### src/rtl/topk_pkg.sv
// Shared types and constants for the top-16 frame accumulator.
package topk_pkg;

  localparam int TOPK_N = 16;

  // Beat qualifier driven by the upstream sorter.
  typedef struct packed {
    logic valid;
    logic last;
  } ctrl_t;

  typedef enum logic {
    OUT_EMPTY = 1'b0,
    OUT_FULL  = 1'b1
  } out_state_e;

endpackage

### src/rtl/topk_merge_net_16.sv
// Combinational merge of a descending accumulator with a descending beat,
// producing the descending top-16 of both (elementwise max, then bitonic clean).
module topk_merge_net_16
  import topk_pkg::*;
#(
  parameter int DATAWIDTH = 8
) (
  input  logic [TOPK_N-1:0][DATAWIDTH-1:0] acc,
  input  logic [TOPK_N-1:0][DATAWIDTH-1:0] x,
  output logic [TOPK_N-1:0][DATAWIDTH-1:0] merged
);

  function automatic logic [DATAWIDTH-1:0] umax(input logic [DATAWIDTH-1:0] a,
                                                input logic [DATAWIDTH-1:0] b);
    return (a > b) ? a : b;
  endfunction

  function automatic logic [DATAWIDTH-1:0] umin(input logic [DATAWIDTH-1:0] a,
                                                input logic [DATAWIDTH-1:0] b);
    return (a > b) ? b : a;
  endfunction

  // stg[0] is bitonic; each later stage halves the compare distance (8,4,2,1).
  logic [4:0][TOPK_N-1:0][DATAWIDTH-1:0] stg;

  always_comb begin
    stg = '0;
    for (int i = 0; i < TOPK_N; i++) begin
      stg[0][i] = umax(acc[i], x[TOPK_N-1-i]);
    end
    for (int s = 0; s < 4; s++) begin
      for (int i = 0; i < TOPK_N; i++) begin
        if ((i & (8 >> s)) == 0) begin
          stg[s+1][i] = umax(stg[s][i], stg[s][i + (8 >> s)]);
        end else begin
          stg[s+1][i] = umin(stg[s][i], stg[s][i - (8 >> s)]);
        end
      end
    end
  end

  assign merged = stg[4];

endmodule

### src/rtl/topk_accum_16.sv
// Running top-16 accumulator over sorted beats, with a one-deep result register.
// Optional beat counter and frame_len_o output under `ifdef TOPK_ACCUM_CNT_EN.
module topk_accum_16
  import topk_pkg::*;
#(
  parameter int DATAWIDTH  = 8,
  parameter int DATALENGTH = 16
) (
  input  logic                            clk_i,
  input  logic                            rstn_i,
  input  ctrl_t                           ctrl_i,
  input  logic [TOPK_N-1:0][DATAWIDTH-1:0] x_i,
  output logic [TOPK_N-1:0][DATAWIDTH-1:0] y_o,
  output logic                            y_valid_o,
  input  logic                            y_ready_i,
  output logic                            overflow_o,
`ifdef TOPK_ACCUM_CNT_EN
  output logic [15:0]                     frame_len_o,
`endif
  output out_state_e                      state_o
);

  generate
    if (DATALENGTH != TOPK_N) begin : g_bad_length
      $error("topk_accum_16 supports DATALENGTH == 16 only");
    end
  endgenerate

  // Output handshake: a result transfers on any rising edge where y_valid_o and
  // y_ready_i are both 1; while y_valid_o=1 and y_ready_i=0, y_o stays unchanged.

  logic [TOPK_N-1:0][DATAWIDTH-1:0] acc_q;
  logic [TOPK_N-1:0][DATAWIDTH-1:0] acc_in;
  logic [TOPK_N-1:0][DATAWIDTH-1:0] merged;
  logic [TOPK_N-1:0][DATAWIDTH-1:0] y_q;
  logic                             first_q;
  logic                             ovf_q;
  out_state_e                       state_q;
  out_state_e                       state_d;
  logic                             beat;
  logic                             last_beat;
  logic                             take_result;
  logic                             drop_result;

  assign beat      = ctrl_i.valid;
  assign last_beat = ctrl_i.valid & ctrl_i.last;

  // A stale accumulator is masked rather than cleared, so the last beat costs no extra cycle.
  assign acc_in = first_q ? '0 : acc_q;

  topk_merge_net_16 #(
    .DATAWIDTH(DATAWIDTH)
  ) u_merge (
    .acc   (acc_in),
    .x     (x_i),
    .merged(merged)
  );

  always_comb begin
    state_d     = state_q;
    take_result = 1'b0;
    drop_result = 1'b0;
    case (state_q)
      OUT_EMPTY: begin
        if (last_beat) begin
          take_result = 1'b1;
          state_d     = OUT_FULL;
        end
      end
      OUT_FULL: begin
        if (last_beat) begin
          if (y_ready_i) begin
            take_result = 1'b1;
          end else begin
            drop_result = 1'b1;
          end
        end else if (y_ready_i) begin
          state_d = OUT_EMPTY;
        end
      end
    endcase
  end

  always_ff @(posedge clk_i or negedge rstn_i) begin
    if (!rstn_i) begin
      state_q <= OUT_EMPTY;
      acc_q   <= '0;
      first_q <= 1'b1;
      y_q     <= '0;
      ovf_q   <= 1'b0;
    end else begin
      state_q <= state_d;
      if (beat) begin
        acc_q   <= merged;
        first_q <= ctrl_i.last;
      end
      if (take_result) begin
        y_q <= merged;
      end
      if (drop_result) begin
        ovf_q <= 1'b1;
      end
    end
  end

`ifdef TOPK_ACCUM_CNT_EN
  logic [15:0] cnt_q;
  logic [15:0] cnt_inc;
  logic [15:0] len_q;

  assign cnt_inc = (cnt_q == 16'hFFFF) ? cnt_q : cnt_q + 16'd1;

  always_ff @(posedge clk_i or negedge rstn_i) begin
    if (!rstn_i) begin
      cnt_q <= '0;
      len_q <= '0;
    end else begin
      if (beat) begin
        cnt_q <= ctrl_i.last ? 16'd0 : cnt_inc;
      end
      if (take_result) begin
        len_q <= cnt_inc;
      end
    end
  end

  assign frame_len_o = len_q;
`endif

  assign y_o        = y_q;
  assign y_valid_o  = (state_q == OUT_FULL);
  assign overflow_o = ovf_q;
  assign state_o    = state_q;

endmodule

### config.mk
export PLATFORM = sky130hd
export DESIGN_NAME = topk_accum_16
export DESIGN_NICKNAME = d
export VERILOG_FILES = /design/src/rtl/topk_pkg.sv /design/src/rtl/topk_merge_net_16.sv /design/src/rtl/topk_accum_16.sv
export SDC_FILE = /design/constraint.sdc
export NUM_CORES = 2
export LEC_CHECK = 0
export CELL_PAD_IN_SITES_DETAIL_PLACEMENT = 0
export CELL_PAD_IN_SITES_GLOBAL_PLACEMENT = 1
export CORE_ASPECT_RATIO = 1.4
export CORE_UTILIZATION = 45
export DETAILED_ROUTE_END_ITERATION = 10
export PLACE_DENSITY = 0.84
export SLEW_MARGIN = 20
export SYNTH_ARGS = -nofsm -noshare
export SYNTH_HDL_FRONTEND = slang
export SYNTH_SLANG_ARGS = --single-unit
export TNS_END_PERCENT = 1
### constraint.sdc
create_clock -name clk_i -period 15.1 [get_ports clk_i]
set_clock_uncertainty 0.15 [all_clocks]
set_input_delay 1.51 -clock clk_i [delete_from_list [all_inputs] [get_ports clk_i]]
set_output_delay 1.51 -clock clk_i [all_outputs]
set_load 0.05 [all_outputs]
Yosys cells after proc, flatten, opt, wreduce, memory -nomap -nowiden

Cells that the tools add are included.

Flip-flop bits (word level): 259
Input port bits: 133
Output and inout bits: 131
Word-level logic and storage cells: 207

Magnitude comparators: 80
Muxes and demuxes: 90
Bitwise gates (word level): 2

Operator list:

| operator                           | count |
|---|---|
| greater-than comparator 8 bit      | 80 |
| 2-to-1 mux 8 bit                   | 80 |
| 2-to-1 mux 128 bit                 | 1 |
| 2-to-1 mux 1 bit                   | 7 |
| one-hot mux 1 bit (2 select lines) | 2 |
| AND 1 bit                          | 1 |
| NOT 1 bit                          | 1 |

Longest topological paths before layout

Depth after elaboration: 11
Gate-level depth with buffers: 60
Depth with buffers taken out: 50

Modules after synthesis

From an unflattened synthesis, not the netlist that was laid out.

Cells, all modules: 2,979
Area, all modules: 27,865.5 um2

By module, submodules not included:

| module            | times used | cells an instance | area each (um2) | sequential area each (um2) |
|---|---|---|---|---|
| topk_merge_net_16 | 1          | 2,286             | 17,374.2        | 0.0 |
| topk_accum_16     | 1          | 693               | 10,491.3        | 6,482.5 |

Least setup slack after synthesis

OpenSTA, ideal clock, no wires.

Kind: register to register
Start: register first_q
End: register acc_q[41] in the netlist's numbering
Library setup time: 125 ps
Arrival: 11,952 ps
Required time: 14,825 ps
Slack: 2,873 ps
Cell stages (with the launch flop): 54
Path buffers: 11
Period minus slack after synthesis: 12,227 ps
Cell sequence: dfstp_2 > clkbuf_1 > buf_2 > buf_1 > clkbuf_1 > clkbuf_1 > nor2b_1 > ha_1 > a211oi_1 > nor2_1 > a2111o_1 > nand2_1 > mux2i_1 > inv_1 > ha_1 > a21oi_1 > nor2b_1 > o21ai_0 > [... 18 more ...] > nand2b_1 > a21oi_1 > o21ai_1 > o21a_1 > buf_1 > mux2i_1 > inv_1 > ha_1 > nor2b_1 > o21ai_0 > nand2b_1 > a21oi_1 > o21ai_0 > buf_1 > o21a_1 > buf_1 > mux2i_1 > mux2_2

Word-level cells in the longest chain between the ends: 11
Elaborated cells on any way between the ends: 63
Classes of those cells: order compare: 31; mux: 32

Ends and longest elaborated chain:

| item                          | line                    | RTL |
|---|---|---|
| from (decl)                   | topk_accum_16.sv:36     | `logic first_q;` |
| from (signal assigned)        | topk_accum_16.sv:95     | `first_q <= ctrl_i.last;` |
| 2-to-1 mux 128 bit (*)        | topk_accum_16.sv:49     | `assign acc_in = first_q ? '0 : acc_q;` |
| greater-than comparator 8 bit | topk_merge_net_16.sv:15 | `return (a > b) ? a : b;` |
| 2-to-1 mux 8 bit              | topk_merge_net_16.sv:15 |  |
| greater-than comparator 8 bit | topk_merge_net_16.sv:15 |  |
| 2-to-1 mux 8 bit              | topk_merge_net_16.sv:15 |  |
| greater-than comparator 8 bit | topk_merge_net_16.sv:20 | `return (a > b) ? b : a;` |
| 2-to-1 mux 8 bit              | topk_merge_net_16.sv:20 |  |
| greater-than comparator 8 bit | topk_merge_net_16.sv:15 |  |
| 2-to-1 mux 8 bit              | topk_merge_net_16.sv:15 |  |
| greater-than comparator 8 bit | topk_merge_net_16.sv:20 |  |
| 2-to-1 mux 8 bit (*)          | topk_merge_net_16.sv:20 |  |
| to (signal assigned)          | topk_accum_16.sv:94     | `acc_q <= merged;` |
| to (decl)                     | topk_accum_16.sv:32     | `logic [TOPK_N-1:0][DATAWIDTH-1:0] acc_q;` |

Mark *: on every way between the ends. The rest lies on a longest branch, timed or not.
A chain may end at the register's enable or synchronous reset.

Final worst setup path

Start: register first_q
End: register y_q (netlist bit y_o[5])

Word-level cells in the longest chain between the ends: 11
Elaborated cells on any way between the ends: 63
Classes of those cells: order compare: 31; mux: 32

Ends and longest elaborated chain:

| item                          | line                    | RTL |
|---|---|---|
| 2-to-1 mux 128 bit (*)        | topk_accum_16.sv:49     |  |
| greater-than comparator 8 bit | topk_merge_net_16.sv:15 |  |
| 2-to-1 mux 8 bit              | topk_merge_net_16.sv:15 |  |
| greater-than comparator 8 bit | topk_merge_net_16.sv:15 |  |
| 2-to-1 mux 8 bit              | topk_merge_net_16.sv:15 |  |
| greater-than comparator 8 bit | topk_merge_net_16.sv:15 |  |
| 2-to-1 mux 8 bit              | topk_merge_net_16.sv:15 |  |
| greater-than comparator 8 bit | topk_merge_net_16.sv:15 |  |
| 2-to-1 mux 8 bit              | topk_merge_net_16.sv:15 |  |
| greater-than comparator 8 bit | topk_merge_net_16.sv:15 |  |
| 2-to-1 mux 8 bit (*)          | topk_merge_net_16.sv:15 |  |
| to (signal assigned)          | topk_accum_16.sv:98     | `y_q <= merged;` |
| to (decl)                     | topk_accum_16.sv:35     | `logic [TOPK_N-1:0][DATAWIDTH-1:0] y_q;` |

Marks and branches as above.

==> summary by stage <==
Status
The run finished with clean final reports.

Clock tree
The clock slew at the register clock pins of the worst setup and hold paths is 0.07 ns. The level count of the clock H-tree is 1. The tree built by TritonCTS fans out to 259 sinks.

TritonCTS built the clock tree. The number of hold buffers added after CTS is 0. Once the clock tree was built, the resizer swapped 0 gates to a different size. The worst-skew pair later-pin latency is 0.61 ns. After clock tree synthesis, the setup repair step added 0 buffers. The total CTS buffers is 29. The largest buffer count on any clock path is 3. Clock tree synthesis selected as its root buffer the cell sky130_fd_sc_hd__clkbuf_16.

Route
For this run, design rule violations remaining after detail routing come to 0. The final route contains 25226 vias. Before antenna repair, the detailed router went through 5 iterations. The detailed router finished its first iteration with 1710 violations. The number of routed nets with antenna violations is 0. The detail-routed net length per standard cell is 22.5 um. The total detailed-routing wirelength is 98.1 mm. Dividing the detail-routed via count by the number of cells gives 5.78.

Die
After floorplanning, the core was divided into 106 placement rows. The floorplan step defined a die boundary enclosing 0.0615 mm2. For this configuration, the core starts out at a cell density of 0.455.

The area inside the core boundary is 0.0598 mm2. The number of I/O pins is 264. The die is 210 um wide. The y dimension of the die is 293 um.

Synth
The main flop type after synthesis is sky130_fd_sc_hd__dfrtp_1. The synthesized netlist occupies a cell area of 0.0272 mm2. The number of synthesized register bits is 259. By area the synthesized netlist is led by sky130_fd_sc_hd__dfrtp_1 24%, sky130_fd_sc_hd__ha_1 16%, sky130_fd_sc_hd__mux2i_1 13%. For this run, asynchronously set or reset flops after synthesis account for 1.00.

The post-synthesis cell count is 3338. The mean post-synth cell area is 8.16 um2. Of the post-synthesis cell area, the dominant cell type holds 0.237.

The share of the Yosys chip area taken by registers is 0.238. The cell type contributing the most total cell area after synthesis is sky130_fd_sc_hd__dfrtp_1. Synthesis instantiated 96 different standard cells from the library. The number of warnings printed during yosys synthesis is 0. Counting flops with a built-in enable in the synthesized netlist gives 0.

Synthesis produced a netlist with a net count of 3809.

Min path
The startpoint identified for the worst hold timing path is y_o[93]$_DFFE_PN0P_. The worst hold path belongs to the class flop to flop. The count of cells along the worst hold path is 2.

The hold-critical path endpoint is y_o[93]$_DFFE_PN0P_.

STA
The ratio of final minimum period to clock period is 0.905. Setup repair after global routing left no endpoint under its margin. The max-slew violation count came to 0. Headroom to the max-slew limit came out at 0.295. The transition at the pin with the smallest max-transition slack is 1.06 ns.

The number of hold violations in the final report is 0. Setup violations remaining at the end of the flow were counted as 0. The time the worst path needs with I/O delays and setup is 13.66 ns. For the final routed database, the setup TNS stands at 0 ns. The fmax is 73.2 MHz.

Final layout
The share of final-layout standard cells stronger than drive strength 1 is 0.0602. The final layout contains 4001 nets. Compared with the post-synthesis result, the final layout area differs by 16.2%.

Placed design
The last weighted congestion value of the routability-driven placer is 0.996. Buffers placed on the I/O ports in this run total 263. The HPWL reported at the end of detailed placement is 81.3 mm.

Worst setup path
Of all nets on the critical path, the largest fanout is 30. The worst register-to-register path ends at y_o[5]$_DFFE_PN0P_. The kind of cell with the highest combined delay along the critical path is compound AO/OA/AOI/OAI gates. The signal arrival time at the worst endpoint is 14.04 ns. The delay of the slowest cell on the worst path is 0.85 ns. The type of element capturing the critical path is a flop. The critical path is of the flop to flop type. In this run the critical register-to-register path is launched from first_q$_DFFE_PN1P_.

For the worst flop-to-flop path, the logic depth is 47. The setup slack of the worst register-to-register path is 1.44 ns. The data required time of the worst path is 15.48 ns. Counting both buffers and inverters, the worst setup path holds a total of 10. Among all stages on the critical path, the largest delay is contributed by sky130_fd_sc_hd__dfstp_4. The worst setup path is launched from a flop.

Global routing
The number of global-route vias before repair was 24318. Entering global routing, the biggest net connects 90 pins. Across every metal layer, demand over resource in global routing totals 0.313. The initial antenna violation count is 1. The global-route wire length before repair is 146 mm. The aggregate global routing overflow is 0.

Flow run
Max-cap violations in this run came to 0.
-- cell usage in the layout (no fill, tap or decap), drive strengths merged, types with 29 or more instances in the layout --
cell,count
mux2,88
a21oi,274
dfrtp,258
nand3,60
nand2b,53
nand2,256
nand4,57
ha,338
clkdlybuf4s50,261
buf,29
mux2i,362
nor2b,136
inv,359
a31oi,71
clkbuf,41
nor2,265
a21o,67
o22ai,31
o21a,39
o21ai,233
-- per-layer routing --
metal	part of all wire	up-vias	global-route usage
met2	0.48	838	0.548
met4	0.064	0	0.181
met3	0.048	222	0.0250
li1	-	12244	-
met5	0	-	0
met1	0.41	11922	0.376
-- flip-flops by register name, indices dropped and copies added (netlist names) --
name,cells
acc_q,128
overflow_o,1
first_q,1
y_o,128
state_o,1
-- cells by family after synthesis --
kind of cell | after synthesis | share of synthesized area
xor+xnor | 22 | 0.00708
mux | 450 | 0.172
fa+ha+maj | 346 | 0.158
compound gates | 844 | 0.189
flops | 259 | 0.238
buf+inv | 487 | 0.0679
simple gates | 930 | 0.167
-- cells in the mapped netlist, drive strengths merged (10+ instances only) --
| library cell | instances |
|---|---|
| ha | 338 |
| mux2 | 88 |
| and2 | 16 |
| a21oi | 274 |
| xnor2 | 15 |
| o21a | 39 |
| nor3 | 11 |
| mux2i | 362 |
| a211oi | 13 |
| o211ai | 16 |
| and4 | 17 |
| nor2 | 265 |
| a31oi | 71 |
| inv | 356 |
| or2 | 10 |
| o21ai | 233 |
| clkbuf | 99 |
| or3 | 14 |
| nor2b | 136 |
| nand4 | 57 |
| nand3 | 60 |
| dfrtp | 258 |
| nor3b | 10 |
| a21o | 67 |
| o22ai | 31 |
| nand2 | 256 |
| buf | 31 |
| nand2b | 53 |
-- how the worst max path moves through the flow --
stage	to	cells past startpoint	startpoint	slack, ns
2_1_floorplan	acc_q[41]$_DFFE_PN0P_	53	first_q$_DFFE_PN1P_	2.87
3_3_place_gp	acc_q[5]$_DFFE_PN0P_	45	x_i[112]	1.51
3_5_place_dp	y_o[5]$_DFFE_PN0P_	45	x_i[114]	1.51
4_1_cts	y_o[5]$_DFFE_PN0P_	47	first_q$_DFFE_PN1P_	1.58
5_1_grt	acc_q[5]$_DFFE_PN0P_	47	first_q$_DFFE_PN1P_	0.45
6_report	y_o[5]$_DFFE_PN0P_	47	first_q$_DFFE_PN1P_	1.44
-- final cells by class --
cell class	instances	area (um2)
clock buffer	40	827
antenna	2	5.00
timing repair buffer	291	2850
tap	810	1010
multi-input combinational	2592	18900
inverter	357	1340
clock inverter	14	195
sequential	259	6490
fill	5856	28200
-- worst reg2reg max path: cells and delay by family, from the launching register on --
kind,cells,cell delay (ns)
AO/OA/AOI/OAI,22,6.58
buffers and inverters,10,2.38
AND/OR/NAND/NOR,7,1.19
flip-flops,1,0.85
multiplexers,3,1.00
adder cells (fa/ha/maj),5,1.44
-- per-stage QoR --
step | utilization | instances | worst slack [ns] | instance area (um2) | hold WS [ns]
after detailed placement | 0.512 | 4309 | 1.51 | 30600 | 0.315
after global placement | 0.512 | 4309 | 1.51 | 30600 | 0.311
after CTS | 0.529 | 4363 | 1.58 | 31600 | 0.333
final | 0.529 | 4365 | 1.44 | 31600 | 0.328
after global routing | 0.529 | 4364 | 0.447 | 31600 | 0.338
after floorplan | - | 3338 | 2.87 | 27200 | 0.323
Power is not shown: default switching activity piles up to over one toggle a cycle in this logic, so the estimate is an artifact.
